==> config.mk <==
export PLATFORM = sky130hd
export DESIGN_NAME = pipe_hazard_ctrl
export DESIGN_NICKNAME = d
export VERILOG_FILES = /design/src/rtl/pipe_hazard_ctrl.sv
export SDC_FILE = /design/constraint.sdc
export NUM_CORES = 1
export LEC_CHECK = 0
export ABC_AREA = 1
export ABC_CLOCK_PERIOD_IN_PS = 1200
export BUFFER_PORTS_ARGS = -buffer_cell sky130_fd_sc_hd__buf_2
export CAP_MARGIN = 10
export CORE_MARGIN = 5
export CORE_UTILIZATION = 44
export DETAILED_ROUTE_END_ITERATION = 10
export GPL_TIMING_DRIVEN = 1
export PLACE_DENSITY = 0.74
export REMOVE_ABC_BUFFERS = 1
export SYNTH_ARGS = -nofsm -noshare
export SYNTH_HDL_FRONTEND = slang
export SYNTH_SLANG_ARGS = --single-unit
==> constraint.sdc <==
create_clock -name clk -period 1.2 [get_ports clk]
set_input_delay 0.18 -clock clk [delete_from_list [all_inputs] [get_ports clk]]
set_output_delay 0.18 -clock clk [all_outputs]
set_load 0.05 [all_outputs]
==> src/rtl/pipe_hazard_ctrl.sv <==
// Stall/flush sequencer for the 5-stage pipeline: load-use, taken branch and variable-latency data memory.
// Optional performance counters are built when HAZ_PERF_CNT_EN is defined.
module pipe_hazard_ctrl #(
    parameter int MEM_TIMEOUT = 16,
    parameter int CNT_W       = 8
) (
    input  logic       clk,
    input  logic       reset,
    input  logic [4:0] ID_rs1,
    input  logic [4:0] ID_rs2,
    input  logic       ID_EX_MemRead,
    input  logic [4:0] ID_EX_rd,
    input  logic       EX_Mem_MemRead,
    input  logic       EX_Mem_MemWrite,
    input  logic       mem_ready,
    input  logic       branch_taken,
    output logic       PC_Write,
    output logic       IF_ID_Write,
    output logic       IF_ID_Flush,
    output logic       ID_EX_Write,
    output logic       ID_EX_Flush,
    output logic       EX_Mem_Write,
    output logic       Mem_WB_Bubble,
    output logic       mem_error
`ifdef HAZ_PERF_CNT_EN
    ,
    output logic [31:0] stall_cycles,
    output logic [15:0] flush_count
`endif
);

    // state    | meaning
    // RUN      | normal flow; load-use and branch responses apply
    // MEM_WAIT | data memory access outstanding, wait_cnt counts stalled cycles
    // ERROR    | memory timed out; pipeline frozen until reset
    typedef enum logic [1:0] {
        RUN      = 2'd0,
        MEM_WAIT = 2'd1,
        ERROR    = 2'd2
    } state_t;

    localparam logic [CNT_W-1:0] CNT_LAST = CNT_W'(MEM_TIMEOUT - 1);

    state_t           state, state_nxt;
    logic [CNT_W-1:0] wait_cnt, wait_cnt_nxt;

    logic mem_acc, mem_stall, load_use;
    logic pc_wr_c, ifid_wr_c, ifid_fl_c, idex_wr_c, idex_fl_c, exmem_wr_c, bubble_c, err_c;

    assign mem_acc   = EX_Mem_MemRead | EX_Mem_MemWrite;
    assign mem_stall = mem_acc & ~mem_ready & (state != ERROR);
    assign load_use  = ID_EX_MemRead && (ID_EX_rd != 5'd0) &&
                       ((ID_EX_rd == ID_rs1) || (ID_EX_rd == ID_rs2));

    always_ff @(posedge clk or negedge reset) begin
        if (!reset) begin
            state    <= RUN;
            wait_cnt <= '0;
        end else begin
            state    <= state_nxt;
            wait_cnt <= wait_cnt_nxt;
        end
    end

    always_comb begin
        state_nxt    = state;
        wait_cnt_nxt = wait_cnt;
        pc_wr_c      = 1'b1;
        ifid_wr_c    = 1'b1;
        ifid_fl_c    = 1'b0;
        idex_wr_c    = 1'b1;
        idex_fl_c    = 1'b0;
        exmem_wr_c   = 1'b1;
        bubble_c     = 1'b0;
        err_c        = 1'b0;

        case (state)
            RUN: begin
                if (mem_stall) begin
                    state_nxt    = MEM_WAIT;
                    wait_cnt_nxt = CNT_W'(1);
                end
            end
            MEM_WAIT: begin
                if (!mem_stall) begin
                    state_nxt    = RUN;
                    wait_cnt_nxt = '0;
                end else if (wait_cnt == CNT_LAST) begin
                    state_nxt = ERROR;
                end else begin
                    wait_cnt_nxt = wait_cnt + CNT_W'(1);
                end
            end
            default: state_nxt = ERROR;
        endcase

        // A stall holds a taken branch in EX/Mem; its flush fires in the release cycle.
        if (state == ERROR) begin
            pc_wr_c    = 1'b0;
            ifid_wr_c  = 1'b0;
            idex_wr_c  = 1'b0;
            exmem_wr_c = 1'b0;
            bubble_c   = 1'b1;
            err_c      = 1'b1;
        end else if (mem_stall) begin
            pc_wr_c    = 1'b0;
            ifid_wr_c  = 1'b0;
            idex_wr_c  = 1'b0;
            exmem_wr_c = 1'b0;
            bubble_c   = 1'b1;
        end else if (branch_taken) begin
            ifid_fl_c = 1'b1;
            idex_fl_c = 1'b1;
        end else if (load_use) begin
            pc_wr_c   = 1'b0;
            ifid_wr_c = 1'b0;
            idex_fl_c = 1'b1;
        end
    end

    assign PC_Write      = reset & pc_wr_c;
    assign IF_ID_Write   = reset & ifid_wr_c;
    assign IF_ID_Flush   = reset & ifid_fl_c;
    assign ID_EX_Write   = reset & idex_wr_c;
    assign ID_EX_Flush   = reset & idex_fl_c;
    assign EX_Mem_Write  = reset & exmem_wr_c;
    assign Mem_WB_Bubble = reset & bubble_c;
    assign mem_error     = reset & err_c;

`ifdef HAZ_PERF_CNT_EN
    always_ff @(posedge clk or negedge reset) begin
        if (!reset) begin
            stall_cycles <= '0;
            flush_count  <= '0;
        end else begin
            if (!pc_wr_c && (state != ERROR) && (stall_cycles != '1))
                stall_cycles <= stall_cycles + 32'd1;
            if (ifid_fl_c && (flush_count != '1))
                flush_count <= flush_count + 16'd1;
        end
    end
`endif

endmodule
# Word level (Yosys, flattened, before mapping)
# Index checks and enable logic that the tools add are counted.
# totals
output_inout_bits	8
mem_bits_ro	0
wordCells	54
mem_count	0
ff_bits	10
in_bits	22
ram_bits	0
latchBits	0
# op_classes
mul	0
n_div	0
magnitude_cmp	0
eq_ne	9
reduce_logical	8
addsub	1
n_bitwise	10
shift	0
muxes	24
# op_table
cell	count
two-way mux 8 bit	3
two-way mux 1 bit	16
case mux 8 bit (2 select lines)	1
== test 5 bit	2
adder 8 x 1 -> 8 bit, second input constant	1
AND 1 bit	8
== test 8 x 4 -> 1 bit, second input constant	1
two-way mux 2 bit	3
inequality test 3 bit, second input constant	2
nonzero test 5 bit	1
inequality test 2 bit, second input constant	2
case mux 2 bit (2 select lines)	1
AND reduction 3 bit	1
== test 2 x 1 -> 1 bit, second input constant	1
== test 2 bit, second input constant	1
logical AND 1 bit	2
logical NOT 2 bit	1
AND reduction 2 bit	1
nonzero test 2 bit	1
logical OR 1 bit	1
inverter 1 bit	1
OR 1 bit	1

# Longest topological paths before layout
# depth
ltp_word	8
mapped_depth	10
mapped_depth_nobuf	9

# Least setup slack after synthesis
# OpenSTA, ideal clock, no wires.
# synth_path
path_kind	flip-flop to output port
start	register state[1]
end	output PC_Write
required_time_ps	1020
path_buffers	1
t_arrival_ps	2184
path_stages_with_launch	7
path_slack_ps	-1164
cell_sequence	dfrtp_1 > inv_2 > nor2_2 > nor3_2 > nand2_1 > nand2_1 > buf_4
# synth_between
elab_chain_cells	5
word_cells_on_any_way	6
classes_between	2 x eq/ne; 2 x mux; 2 x bitwise
# synth_rtl
item	line	source
start, declared	44	state_t state, state_nxt;
start signal, assigned	60	state <= state_nxt;
inequality test 2 bit	51	assign mem_stall = mem_acc & ~mem_ready & (state != ERROR);
AND 1 bit	51	
two-way mux 1 bit	n/a	
two-way mux 1 bit (*)	n/a	
AND 1 bit (*)	n/a	
end, declared	17	output logic PC_Write,
# Every way passes the cells marked *; elsewhere a longest branch is shown, timed or not.

# Worst setup path in the final report
# layout_path
start	register state[1]
end	output PC_Write
# layout_between
elab_chain_cells	5
word_cells_on_any_way	6
classes_between	2 x eq/ne; 2 x mux; 2 x bitwise
# layout_rtl
item	line	source
inequality test 2 bit	51	
AND 1 bit	51	
two-way mux 1 bit	105	end else if (mem_stall) begin
two-way mux 1 bit (*)	98	if (state == ERROR) begin
AND 1 bit (*)	121	assign PC_Write = reset & pc_wr_c;
# Marks and branches as above.

==> report_table.html <==
<table>
<tr><th>Metric</th><th>Value</th></tr>
<tr><th colspan="2">STA</th></tr>
<tr><td>Period utilization</td><td>134%</td></tr>
<tr><td>Finish-stage setup viols</td><td>18</td></tr>
<tr><td>Final Hold Vio Count</td><td>0</td></tr>
<tr><td>Tightest hold margin</td><td>0.388 ns</td></tr>
<tr><td>Post-route worst setup slack</td><td>-0.408 ns</td></tr>
<tr><td>Setup repair after global routing missed its margin</td><td>true</td></tr>
<tr><td>Minimum period implied by the final worst setup slack</td><td>1.61 ns</td></tr>
<tr><td>Fin. max-slew vios</td><td>0</td></tr>
<tr><td>Actual slew at the worst max-slew pin</td><td>0.270 ns</td></tr>
<tr><td>Maximum clock skew at final layout</td><td>0.000910 ns</td></tr>
<tr><td>Max Fclk</td><td>622 MHz</td></tr>
<tr><td>Slew Limit Headroom</td><td>82.0%</td></tr>
<tr><td>Setup total negative slack</td><td>-4.87 ns</td></tr>
<tr><th colspan="2">Worst setup path</th></tr>
<tr><td>Critical path buffers and inverters</td><td>2</td></tr>
<tr><td>Worst-path cell chain</td><td>inv_2 &gt; nor2_4 &gt; nor3_4 &gt; nand2_2 &gt; nand2_4 &gt; buf_8</td></tr>
<tr><td>Data arrival time at the worst-slack endpoint</td><td>1.43 ns</td></tr>
<tr><td>Maximum fanout count along the critical path</td><td>4</td></tr>
<tr><td>Worst setup EP type</td><td>output pin</td></tr>
<tr><td>Max stage delay on crit path</td><td>0.40 ns</td></tr>
<tr><td>Startpoint kind of the worst setup timing path</td><td>flip-flop</td></tr>
<tr><td>Critical setup path kind</td><td>reg -&gt; out</td></tr>
<tr><td>Required @ worst endpoint</td><td>1.02 ns</td></tr>
<tr><td>Cell family contributing the most delay on the critical path</td><td>simple AND/OR/NAND/NOR gates</td></tr>
<tr><td>Master of the slowest instance on the critical path</td><td>dfrtp_1</td></tr>
<tr><th colspan="2">Cells and area</th></tr>
<tr><td>Post-layout net count</td><td>223</td></tr>
<tr><td>Synthesis-to-layout area growth</td><td>70.8%</td></tr>
<tr><td>Ratio of cells with drive above 1 in the final layout</td><td>48.2%</td></tr>
<tr><td>Fill cell count</td><td>131</td></tr>
<tr><td>Final standard cell count with taps included and fillers excluded</td><td>226</td></tr>
<tr><td>Cell area after layout</td><td>1490 µm²</td></tr>
<tr><td>Diode insertion count for antenna repair</td><td>0</td></tr>
<tr><th colspan="2">Placement</th></tr>
<tr><td>Number of port buffers</td><td>29</td></tr>
<tr><td>Setup slack at placement</td><td>-0.238 ns</td></tr>
<tr><td>Half-perimeter wire length after placement</td><td>1.98 mm</td></tr>
<tr><td>Final estimated routing congestion in global placement</td><td>0.850</td></tr>
<tr><td>Standard cell area after detailed placement</td><td>1180 µm²</td></tr>
<tr><td>Instance count after placement with tap cells included</td><td>213</td></tr>
<tr><th colspan="2">Global route</th></tr>
<tr><td>Total congestion overflow</td><td>0</td></tr>
<tr><td>Antenna violations before repair</td><td>0</td></tr>
<tr><td>Overall Global Routing Usage</td><td>22.6%</td></tr>
<tr><td>Maximum number of pins on one net before global-route repair</td><td>11</td></tr>
<tr><td>First-pass GRT wire length</td><td>4.70 mm</td></tr>
<tr><td>Via count of the first global-routing pass</td><td>1,134</td></tr>
<tr><th colspan="2">Run status</th></tr>
<tr><td>Result of the run</td><td>complete, but fails checks</td></tr>
<tr><td>Violations in the final reports</td><td>setup timing</td></tr>
<tr><th colspan="2">Clock network</th></tr>
<tr><td>TritonCTS buffer count</td><td>3</td></tr>
<tr><td>Maximum clock path buffer count</td><td>2</td></tr>
<tr><td>Clk sinks</td><td>10</td></tr>
<tr><td>Buffer cell driving the clock tree root</td><td>clkbuf_4</td></tr>
<tr><td>TritonCTS clock tree</td><td>done</td></tr>
<tr><td>CTS clock-pin slew for the worst setup and hold paths</td><td>0.07 ns</td></tr>
<tr><td>Number of levels in the clock H-tree</td><td>1</td></tr>
<tr><td>Clk_lat worst skew</td><td>0.28 ns</td></tr>
<tr><th colspan="2">Synth</th></tr>
<tr><td>Cell variety after synth</td><td>22</td></tr>
<tr><td>Share of flip-flops with an asynchronous set or reset after synthesis</td><td>100%</td></tr>
<tr><td>Largest area contributor in the synthesized netlist</td><td>dfrtp_1</td></tr>
<tr><td>Area share of the largest cell type after synthesis</td><td>28.8%</td></tr>
<tr><td>Sequential area share after synthesis</td><td>28.8%</td></tr>
<tr><td>Total standard cell area after synthesis</td><td>870 µm²</td></tr>
<tr><td>Number of synthesized flops with an enable pin</td><td>0</td></tr>
<tr><td>Most common cell in the netlist</td><td>nand2_1</td></tr>
<tr><td>Yosys warning total</td><td>0</td></tr>
<tr><td>Dominant register cell in the synthesized netlist</td><td>dfrtp_1</td></tr>
<tr><td>Top area cells in the synthesized netlist</td><td>dfrtp_1, nand2_1, inv_1</td></tr>
<tr><td>Top cells by instance count after synthesis</td><td>nand2_1, inv_1, nor2_1</td></tr>
<tr><td>Count of state elements after synthesis</td><td>10</td></tr>
<tr><td>Instance count of the mapped netlist</td><td>140</td></tr>
<tr><td>Post-Synthesis Mean Instance Area</td><td>6.21 µm²</td></tr>
<tr><th colspan="2">Floorplanning</th></tr>
<tr><td>DIE AREA</td><td>2970 µm²</td></tr>
<tr><td>Die width</td><td>54.5 µm</td></tr>
<tr><td>Cell Rows</td><td>16</td></tr>
<tr><td>Number of top-level design ports</td><td>30</td></tr>
<tr><td>Core area</td><td>1920 µm²</td></tr>
<tr><td>Initial Util</td><td>45.2%</td></tr>
<tr><td>Die height</td><td>54.5 µm</td></tr>
<tr><th colspan="2">Min path</th></tr>
<tr><td>Type of the most critical hold path</td><td>in -&gt; async</td></tr>
<tr><th colspan="2">Power</th></tr>
<tr><td>Combinational group share of total power</td><td>18.7%</td></tr>
<tr><td>Internal power contribution</td><td>0.588 mW</td></tr>
<tr><td>Reported leakage power</td><td>0.834 nW</td></tr>
<tr><td>Fraction of power spent switching nets</td><td>27.8%</td></tr>
<tr><td>Largest vdd supply drop</td><td>0.000804 V</td></tr>
<tr><td>Fraction of power consumed by the clock network</td><td>40.0%</td></tr>
<tr><td>Share of power burned in registers</td><td>41.3%</td></tr>
<tr><td>Reported net switching power</td><td>0.227 mW</td></tr>
<tr><td>Total power per unit cell area</td><td>549 nW/µm²</td></tr>
<tr><th colspan="2">Routing</th></tr>
<tr><td>Post-Route WL</td><td>3.11 mm</td></tr>
<tr><td>Initial DRC Count</td><td>55</td></tr>
<tr><td>Number of detailed-route iterations in the first pass</td><td>4</td></tr>
<tr><td>DRT antenna net count</td><td>0</td></tr>
<tr><td>Average via count per standard cell</td><td>5.03</td></tr>
<tr><td>Final routed DRC violation total</td><td>0</td></tr>
<tr><td>Total via count after detailed routing</td><td>1,137</td></tr>
<tr><td>Average detailed-routed wire length per instance</td><td>13.8 µm</td></tr>
<tr><th colspan="2">Run</th></tr>
<tr><td>Number of maximum-capacitance violations</td><td>0</td></tr>
</table>
==> layout make-up <==
type,instances,area [µm²],share of cell area (%)
Clock buffer,4,36.3,2.44
Tap cell,27,33.8,2.27
Timing Repair Buffer,56,427,28.7
Inverter,29,114,7.67
Multi-Input combinational cell,100,624,42.0
Sequential cell,10,250,16.8
==> cell families (layout without fill, tap and decap cells) <==
kind of cell	Yosys count	after routing	share of synthesized area [%]
buf+inv	31	89	14.2
xor+xnor	4	4	4.03
simple gates	80	81	42.9
compound gates	14	14	8.63
fa+ha+maj	1	1	1.44
flops	10	10	28.8
==> timing repair <==
item | 4_1_cts | 5_1_grt
resized for setup | 38 | 22
setup buffers | 4 | 3
endpoints found under the setup margin | 18 | 18
cloned | 1 | 0
hold buffers | 1 | 0
pin swaps | 9 | 8
endpoints found under the hold margin | 10 | 0
==> final timing paths <==
check                                              from                 endpoint  slack (ns)  cells past startpoint
worst max-delay path               state[1]$_DFFE_PN0P_                 PC_Write       -0.41                      6
max in group asynchronous                         reset     state[1]$_DFFE_PN0P_        0.67                      3
worst min-delay path                              reset  wait_cnt[5]$_DFFE_PN0P_        0.39                      3
worst min register to register  wait_cnt[7]$_DFFE_PN0P_  wait_cnt[7]$_DFFE_PN0P_        0.60                      3
min in group clk                              mem_ready     state[0]$_DFFE_PN0P_        0.39                      5
worst max register to register  wait_cnt[0]$_DFFE_PN0P_  wait_cnt[4]$_DFFE_PN0P_       -0.24                      8
==> routing by layer <==
metal  routed length (µm)  track usage [%]  vias up  part of all wire (%)
met5                    0                0        -                     0
met4                  110             17.4        0                   3.5
met3                  188             3.27       15                   6.0
met2                 1670             40.6       51                    54
met1                 1140             23.2      518                    37
li1                     -                -      553                     -
==> through the flow <==
stage	power [mW]	util [%]
after CTS	0.813	72.0
final	0.815	77.3
after floorplan	0.410	-
after global placement	0.475	61.2
after detailed placement	0.479	61.2
after global routing	0.861	77.3
==> worst register-to-register path, cell delays in order, from the launching register on <==
cell and delay, ns:
dfrtp_1 0.37, ha_2 0.22, nand2_4 0.07, nor2_4 0.14, nand4_4 0.11, nor2_4 0.19
nor2_4 0.07, nand2_1 0.08, o21ai_1 0.07
==> flip-flops by register name, indices dropped and copies added (netlist names) <==
signal / count
state: 2
wait_cnt: 8
==> cell usage in the layout, fill, tap and decap left out, drive strengths merged <==
cell         count
xor2             2
a21o             1
clkbuf           4
ha               1
a211oi           1
o21ai           10
dlygate4sd3      1
inv             29
nor2            18
a21oi            2
nand3            7
buf             55
nand2           46
xnor2            2
dfrtp           10
nand4            6
nor3             4
==> power by group through the flow <==
stage               registers, mW  logic (mW)  clock network [mW]
floorplan                   0.343      0.0665                   0
global placement            0.343       0.131                   0
detailed placement          0.343       0.136                   0
CTS                         0.337       0.148               0.328
global route                0.337       0.170               0.355
finish                      0.337       0.152               0.326
Note: power is estimated with default switching activity, not from simulation.
